**src/rtl/id_ex_stage_reg.sv**
```systemverilog
// ID->EX pipeline register: one-cycle copy of decoded control, operands and immediates,
// with flush (bubble insert) over freeze (hold) priority and a saturating bubble counter.
module id_ex_stage_reg #(
    parameter int WORD_LEN = 32,
    parameter int CNT_LEN  = 16
) (
    input  logic                clk,
    input  logic                rst,
    input  logic                freeze,
    input  logic                flush,
    input  logic                valid_in,
    input  logic [WORD_LEN-1:0] pc_in,
    input  logic                wb_en_in,
    input  logic                mem_r_en_in,
    input  logic                mem_w_en_in,
    input  logic [3:0]          exe_cmd_in,
    input  logic                b_in,
    input  logic                s_in,
    input  logic                imm_in,
    input  logic [11:0]         shift_operand_in,
    input  logic [23:0]         imm24_in,
    input  logic [3:0]          dest_in,
    input  logic [3:0]          src1_in,
    input  logic [3:0]          src2_in,
    input  logic [WORD_LEN-1:0] val_rn_in,
    input  logic [WORD_LEN-1:0] val_rm_in,
    input  logic                carry_in,
    output logic                valid_out,
    output logic [WORD_LEN-1:0] pc_out,
    output logic                wb_en_out,
    output logic                mem_r_en_out,
    output logic                mem_w_en_out,
    output logic [3:0]          exe_cmd_out,
    output logic                b_out,
    output logic                s_out,
    output logic                imm_out,
    output logic [11:0]         shift_operand_out,
    output logic [23:0]         imm24_out,
    output logic [3:0]          dest_out,
    output logic [3:0]          src1_out,
    output logic [3:0]          src2_out,
    output logic [WORD_LEN-1:0] val_rn_out,
    output logic [WORD_LEN-1:0] val_rm_out,
    output logic                carry_out,
    output logic [CNT_LEN-1:0]  bubble_cnt
);

    typedef struct packed {
        logic                valid;
        logic [WORD_LEN-1:0] pc;
        logic                wb_en;
        logic                mem_r_en;
        logic                mem_w_en;
        logic [3:0]          exe_cmd;
        logic                b;
        logic                s;
        logic                imm;
        logic [11:0]         shift_operand;
        logic [23:0]         imm24;
        logic [3:0]          dest;
        logic [3:0]          src1;
        logic [3:0]          src2;
        logic [WORD_LEN-1:0] val_rn;
        logic [WORD_LEN-1:0] val_rm;
        logic                carry;
    } stage_t;

    localparam logic [CNT_LEN-1:0] CNT_MAX = '1;

    stage_t             w_load;
    stage_t             r_stage;
    logic [CNT_LEN-1:0] r_bubble_cnt;

    always_comb begin
        w_load.valid         = valid_in;
        w_load.pc            = pc_in;
        w_load.wb_en         = wb_en_in;
        w_load.mem_r_en      = mem_r_en_in;
        w_load.mem_w_en      = mem_w_en_in;
        w_load.exe_cmd       = exe_cmd_in;
        w_load.b             = b_in;
        w_load.s             = s_in;
        w_load.imm           = imm_in;
        w_load.shift_operand = shift_operand_in;
        w_load.imm24         = imm24_in;
        w_load.dest          = dest_in;
        w_load.src1          = src1_in;
        w_load.src2          = src2_in;
        w_load.val_rn        = val_rn_in;
        w_load.val_rm        = val_rm_in;
        w_load.carry         = carry_in;
    end

    // The counter looks at the currently presented valid, so a held bubble keeps counting under freeze.
    always_ff @(posedge clk) begin
        if (rst) begin
            r_stage      <= '0;
            r_bubble_cnt <= '0;
        end else begin
            if (!r_stage.valid && (r_bubble_cnt != CNT_MAX))
                r_bubble_cnt <= r_bubble_cnt + CNT_LEN'(1);
            if (flush)
                r_stage <= '0;
            else if (!freeze)
                r_stage <= w_load;
        end
    end

    assign valid_out         = r_stage.valid;
    assign pc_out            = r_stage.pc;
    assign wb_en_out         = r_stage.wb_en;
    assign mem_r_en_out      = r_stage.mem_r_en;
    assign mem_w_en_out      = r_stage.mem_w_en;
    assign exe_cmd_out       = r_stage.exe_cmd;
    assign b_out             = r_stage.b;
    assign s_out             = r_stage.s;
    assign imm_out           = r_stage.imm;
    assign shift_operand_out = r_stage.shift_operand;
    assign imm24_out         = r_stage.imm24;
    assign dest_out          = r_stage.dest;
    assign src1_out          = r_stage.src1;
    assign src2_out          = r_stage.src2;
    assign val_rn_out        = r_stage.val_rn;
    assign val_rm_out        = r_stage.val_rm;
    assign carry_out         = r_stage.carry;
    assign bubble_cnt        = r_bubble_cnt;

endmodule

```
**config.mk**
```make
export PLATFORM = sky130hd
export DESIGN_NAME = id_ex_stage_reg
export DESIGN_NICKNAME = d
export VERILOG_FILES = /design/src/rtl/id_ex_stage_reg.sv
export SDC_FILE = /design/constraint.sdc
export NUM_CORES = 1
export LEC_CHECK = 0
export BUFFER_PORTS_ARGS = -buffer_cell sky130_fd_sc_hd__buf_2
export CELL_PAD_IN_SITES_DETAIL_PLACEMENT = 1
export CELL_PAD_IN_SITES_GLOBAL_PLACEMENT = 2
export CORE_AREA = 2 2 123 214
export DETAILED_ROUTE_END_ITERATION = 16
export DIE_AREA = 0 0 125 216
export GPL_TIMING_DRIVEN = 0
export PLACE_DENSITY_LB_ADDON = 0.2
export SYNTH_ARGS = -nofsm -noshare
export SYNTH_HDL_FRONTEND = slang
export SYNTH_SLANG_ARGS = --single-unit
export TNS_END_PERCENT = 50
```
**constraint.sdc**
```tcl
create_clock -name clk -period 1.94 [get_ports clk]
set_input_delay 0.485 -clock clk [delete_from_list [all_inputs] [get_ports clk]]
set_output_delay 0.485 -clock clk [all_outputs]
set_load 0.01 [all_outputs]
```
Yosys cells after proc, flatten, opt, wreduce, memory -nomap -nowiden
Cells that the tools add are included.
Word-level totals
  flip-flop bits (word level): 172
  bits of input ports: 160
  output and inout bits: 172
  word-level logic and storage cells: 23
Operators by class
  $add $sub $neg: 1
  eq/ne operators: 1
  reduce and logical (&&, ||, !) cells: 3
Operator list (count)
  $add A16 B1 Y16 const B: 1
  $ne A16 B16 Y1 const B: 1
  $reduce_or A2 Y1: 1
  $logic_and A1 B1 Y1: 1
  $logic_not A1 Y1: 1

Longest topological paths before layout
  depth in word-level cells: 2
  depth in mapped cells: 5
  depth with buffers taken out: 5

Worst setup path before layout
No wires, ideal clock.
  path type: reg2reg
  from: reg r_bubble_cnt[0], in the netlist bubble_cnt[0]
  to: reg r_bubble_cnt[5], in the netlist bubble_cnt[5]
  setup time: 132 ps
  arrival time: 1606 ps
  data required time: 1808 ps
  path slack: 202 ps
  stages on the path, launching flop included: 6
  buffers on the path: 0
  period minus slack after synthesis: 1738 ps
  cells stage by stage: dfxtp_1 ha_1 nand3_1 nor4_1 or4_2 a21oi_1
Between the ends
  word-level cells in the longest chain between the ends: 2
  elaborated cells on any way between the ends: 3
  those cells by class: add/sub (1); eq/ne (1); reduce/logical (1)
RTL lines
  start, declared: RTL line 72  | logic [CNT_LEN-1:0] r_bubble_cnt;
  start signal, assigned: RTL line 101  | r_bubble_cnt <= r_bubble_cnt + CNT_LEN'(1);
  parallel branches: the longest is 2 deep, another holds $add A16 B1 Y16
Several ways; the timed one is not identified.
A chain may end at the register's enable or synchronous reset.

Final worst setup path
  from: reg r_bubble_cnt[4], in the netlist bubble_cnt[4]
  to: reg r_bubble_cnt[1], in the netlist bubble_cnt[1]
Between the ends
  word-level cells in the longest chain between the ends: 2
RTL lines
  $ne A16 B16 Y1: RTL line 100  | if (!r_stage.valid && (r_bubble_cnt != CNT_MAX))
  $logic_and A1 B1 Y1: RTL line 100
No other way between the ends.

==> impl_metrics.py <==
metrics = {
    "sta": {
        "rsz_0062_raised_after_global_routing": "yes",
        "slew_violations": 0,
        "fmax_ghz": 0.536,
        "fin_crit_sh_pct": 96.2,
        "worst_slew_margin_relative_to_its_limit_pct": 47.3,
        "clock_skew_ns": 0.00503,
        "hold_violations": 0,
        "finalSetupViolCount": 0,
        "layout_min_cycle_time_ns": 1.87,
        "worst_slew_pin_slew_ns": 0.791,
    },
    "synth": {
        "post_synth_instance_area_sq_um": 6210,
        "fraction_of_synthesized_cell_area_in_xor_and_xnor_cells_pct": 0.282,
        "synth_simple_gate_area_share_pct": 13.7,
        "mappedNetlistNets": 757,
        "post-synth-top-area-cell": "dfxtp_1",
        "synth_seq_cells": 172,
        "postSynth.topFlopCell": "dfxtp_1",
        "synth_seq_area_share_pct": 55.4,
        "number_of_distinct_library_cells_after_synthesis": 33,
        "synthesis.instances": 596,
        "dominant_combinational_cell_family_by_area_after_synthesis": "multiplexers",
        "syn_avg_cell_area_sq_um": 10.4,
        "area_share_of_the_leading_cell_type_in_the_synthesized_netlist_pct": 55.4,
        "ys.warnings.count": 0,
        "synth_enable_flop_cells": 0,
        "ys_async_sr_fraction_pct": 0,
        "post_synth_main_area_contributors": "dfxtp_1 (55%), mux2i_1 (25%), nor2_1 (9.9%)",
        "synthMuxAreaShare_pct": 25.3,
        "synth_compound_gate_area_share_pct": 2.40,
        "adder_cell_share_of_the_synthesized_area_pct": 0.201,
    },
    "grt": {
        "grt_antenna_before_repair": 3,
        "first_pass_grt_wire_length_mm": 31.8,
        "first_global_vias": 5761,
        "global_route_usage_sum_pct": 15.3,
        "largest_net_degree_at_the_start_of_global_routing": 17,
        "grt_overflow_total": 0,
    },
    "clock_network": {
        "root_buffer": "clkbuf_16",
        "tritoncts": "done",
        "ctsHtreeMaxLevel": 4,
        "post_cts_hold_buffer_count": 0,
        "clk-insertion-delay-late_ns": 0.44,
        "ctsResizeCount": 3,
        "cts_made_buffers": 17,
        "cts.clk_slew.worst_paths_ns": 0.07,
        "cts_setup_buffers": 0,
        "clock_path_buffers": 2,
        "tritoncts_num_sinks": 172,
    },
    "power_and_ir_drop": {
        "vdd.ir_drop.worst_mv": 0.519,
        "power.static_leakage_nw": 4.52,
        "total_power_mw": 7.78,
        "power-per-cell-area_nw_per_um2": 880,
    },
    "worst_setup_path": {
        "crit_path_max_fanout": 10,
        "cp.arrival_ns": 2.18,
        "cp_data_required_time_ns": 2.25,
        "worstSetupEndpointType": "flip-flop",
        "worst_setup_path_category": "reg2reg",
        "setup.worst_path.start_class": "flip-flop",
    },
    "final_layout": {
        "layout.filler_cells": 3031,
        "finalInstanceArea_sq_um": 8840,
        "multi_input_area_sq_um": 2610,
        "drive_above_1_share_pct": 40.3,
        "final_nets": 1105,
        "area.growth.synth_to_final_pct": 42.4,
        "seqCellArea_sq_um": 3440,
    },
    "route": {
        "ant_nets": 0,
        "route.detailed.drc": 0,
        "vias_per_cell": 4.32,
        "routed_wire_length_mm": 20.5,
        "routed-via-count": 5505,
        "drt-initial-drc-count": 143,
        "drt-pass1-iter-count": 3,
        "detail_route.wl_per_cell_um": 16.1,
    },
    "die": {
        "die_width_um": 125,
        "core_rows": 77,
        "floorplan.core_area_sq_um": 25200,
        "floorplan.die.height_um": 216,
        "top_level_ports": 332,
        "floorplan.initialDensity_pct": 24.6,
        "dieArea_sq_um": 27000,
    },
    "status": {
        "status": "finished, final reports clean",
    },
    "flow_run": {
        "cap_violations": 0,
    },
    "placed_design": {
        "dpl.hpwl_mm": 16.1,
        "post_dp_cell_area_sq_um": 8250,
        "buffer_ports.inserted": 329,
        "place_congestion": 0.740,
    },
    "worst_hold_path": {
        "min_path_type": "in2reg",
    },
}
==> area by class of cell <==
cell class,count,share of cell area (%)
diodes,1,0.0283
multi-input cells,382,29.5
flip-flops and latches,172,38.9
clock buffers,21,5.32
repair buffers,329,18.6
well taps,316,4.47
plain buffers,38,1.84
clock inverters,11,1.06
inverters,4,0.170
==> synth_stat cells (all sizes together), types with 3 or more instances <==
master	count
inv	4
o31ai	6
buf	17
dfxtp	172
clkbuf	21
mux2i	157
or4	4
nand4	4
nand2	4
o21ai	3
a21oi	10
nor2	163
nand3	4
nor3	4
or3	5
==> final timing paths <==
check | start | slack [ns] | cells past startpoint | end
worst max register to register | bubble_cnt[4]$_SDFFE_PP0P_ | 0.07 | 5 | bubble_cnt[1]$_SDFFE_PP0P_
worst max-delay path | bubble_cnt[4]$_SDFFE_PP0P_ | 0.07 | 5 | bubble_cnt[1]$_SDFFE_PP0P_
worst min register to register | imm24_out[20]$_SDFFE_PP0N_ | 0.49 | 2 | imm24_out[20]$_SDFFE_PP0N_
worst min-delay path | exe_cmd_in[1] | 0.27 | 3 | exe_cmd_out[1]$_SDFFE_PP0N_
==> worst max-delay path: stages, from the launching register on <==
cell	delay, ns
dfxtp_1	0.44
nand4_2	0.17
buf_2	0.23
o41ai_1	0.60
mux2i_1	0.24
nor2_1	0.05
==> cells in the final DEF (no fill, tap or decap), types with 4 or more instances in the layout <==
cell        count
nor3_1          4
buf_2         336
clkinvlp_4      4
o31ai_1         5
buf_1           4
dfxtp_1       172
mux2i_1       157
inv_1           4
clkbuf_1       19
clkinv_2        5
a21oi_1        10
clkbuf_16      17
or3_1           4
nor2_1        163
nand3_1         4
nand2_1         4
clkbuf_2        9
==> cell families (layout without fill, tap and decap cells) <==
kind of cell / count (synthesis) / in the layout
other: 0 / 1
adders and majority gates: 1 / 1
buffers and inverters: 42 / 403
and+or+nand+nor: 198 / 198
muxes: 157 / 157
AOI/OAI and AO/OA: 24 / 24
xor gates and xnor gates: 2 / 2
DFF: 172 / 172
==> layer usage <==
metal | share of wire (%) | track usage, % | routed length [um]
met5 | 0.034 | 0 | 7
met4 | 2.2 | 6.48 | 449
met3 | 8.3 | 5.95 | 1700
met2 | 54 | 28.5 | 11100
met1 | 36 | 14.8 | 7310
==> sequential cells by signal, summed over array words and instances, names as in the netlist, 4 cells and up <==
signal and count:
imm24_out 24, val_rm_out 32, shift_operand_out 12, src2_out 4, pc_out 32, src1_out 4
val_rn_out 32, dest_out 4, bubble_cnt 16, exe_cmd_out 4
==> stage by stage <==
step	utilization (%)	setup TNS, ns	worst slack (ns)	hold slack [ns]	cells
after floorplan	-	0	0.202	0.519	596
after global placement	32.7	-55.05	-0.507	0.470	1241
after detailed placement	32.7	-62.25	-0.582	0.481	1241
after CTS	35.0	0	0.0104	0.237	1273
after global routing	35.0	-0.217	-0.0681	0.250	1273
final	35.0	0	0.0737	0.268	1274
==> power by group <==
group | internal (mW) | switching [mW]
clock network | 1.86 | 1.46
registers | 3.64 | 0.0604
logic | 0.371 | 0.393
total | 5.87 | 1.91
Power figures use the tool's default switching activity.
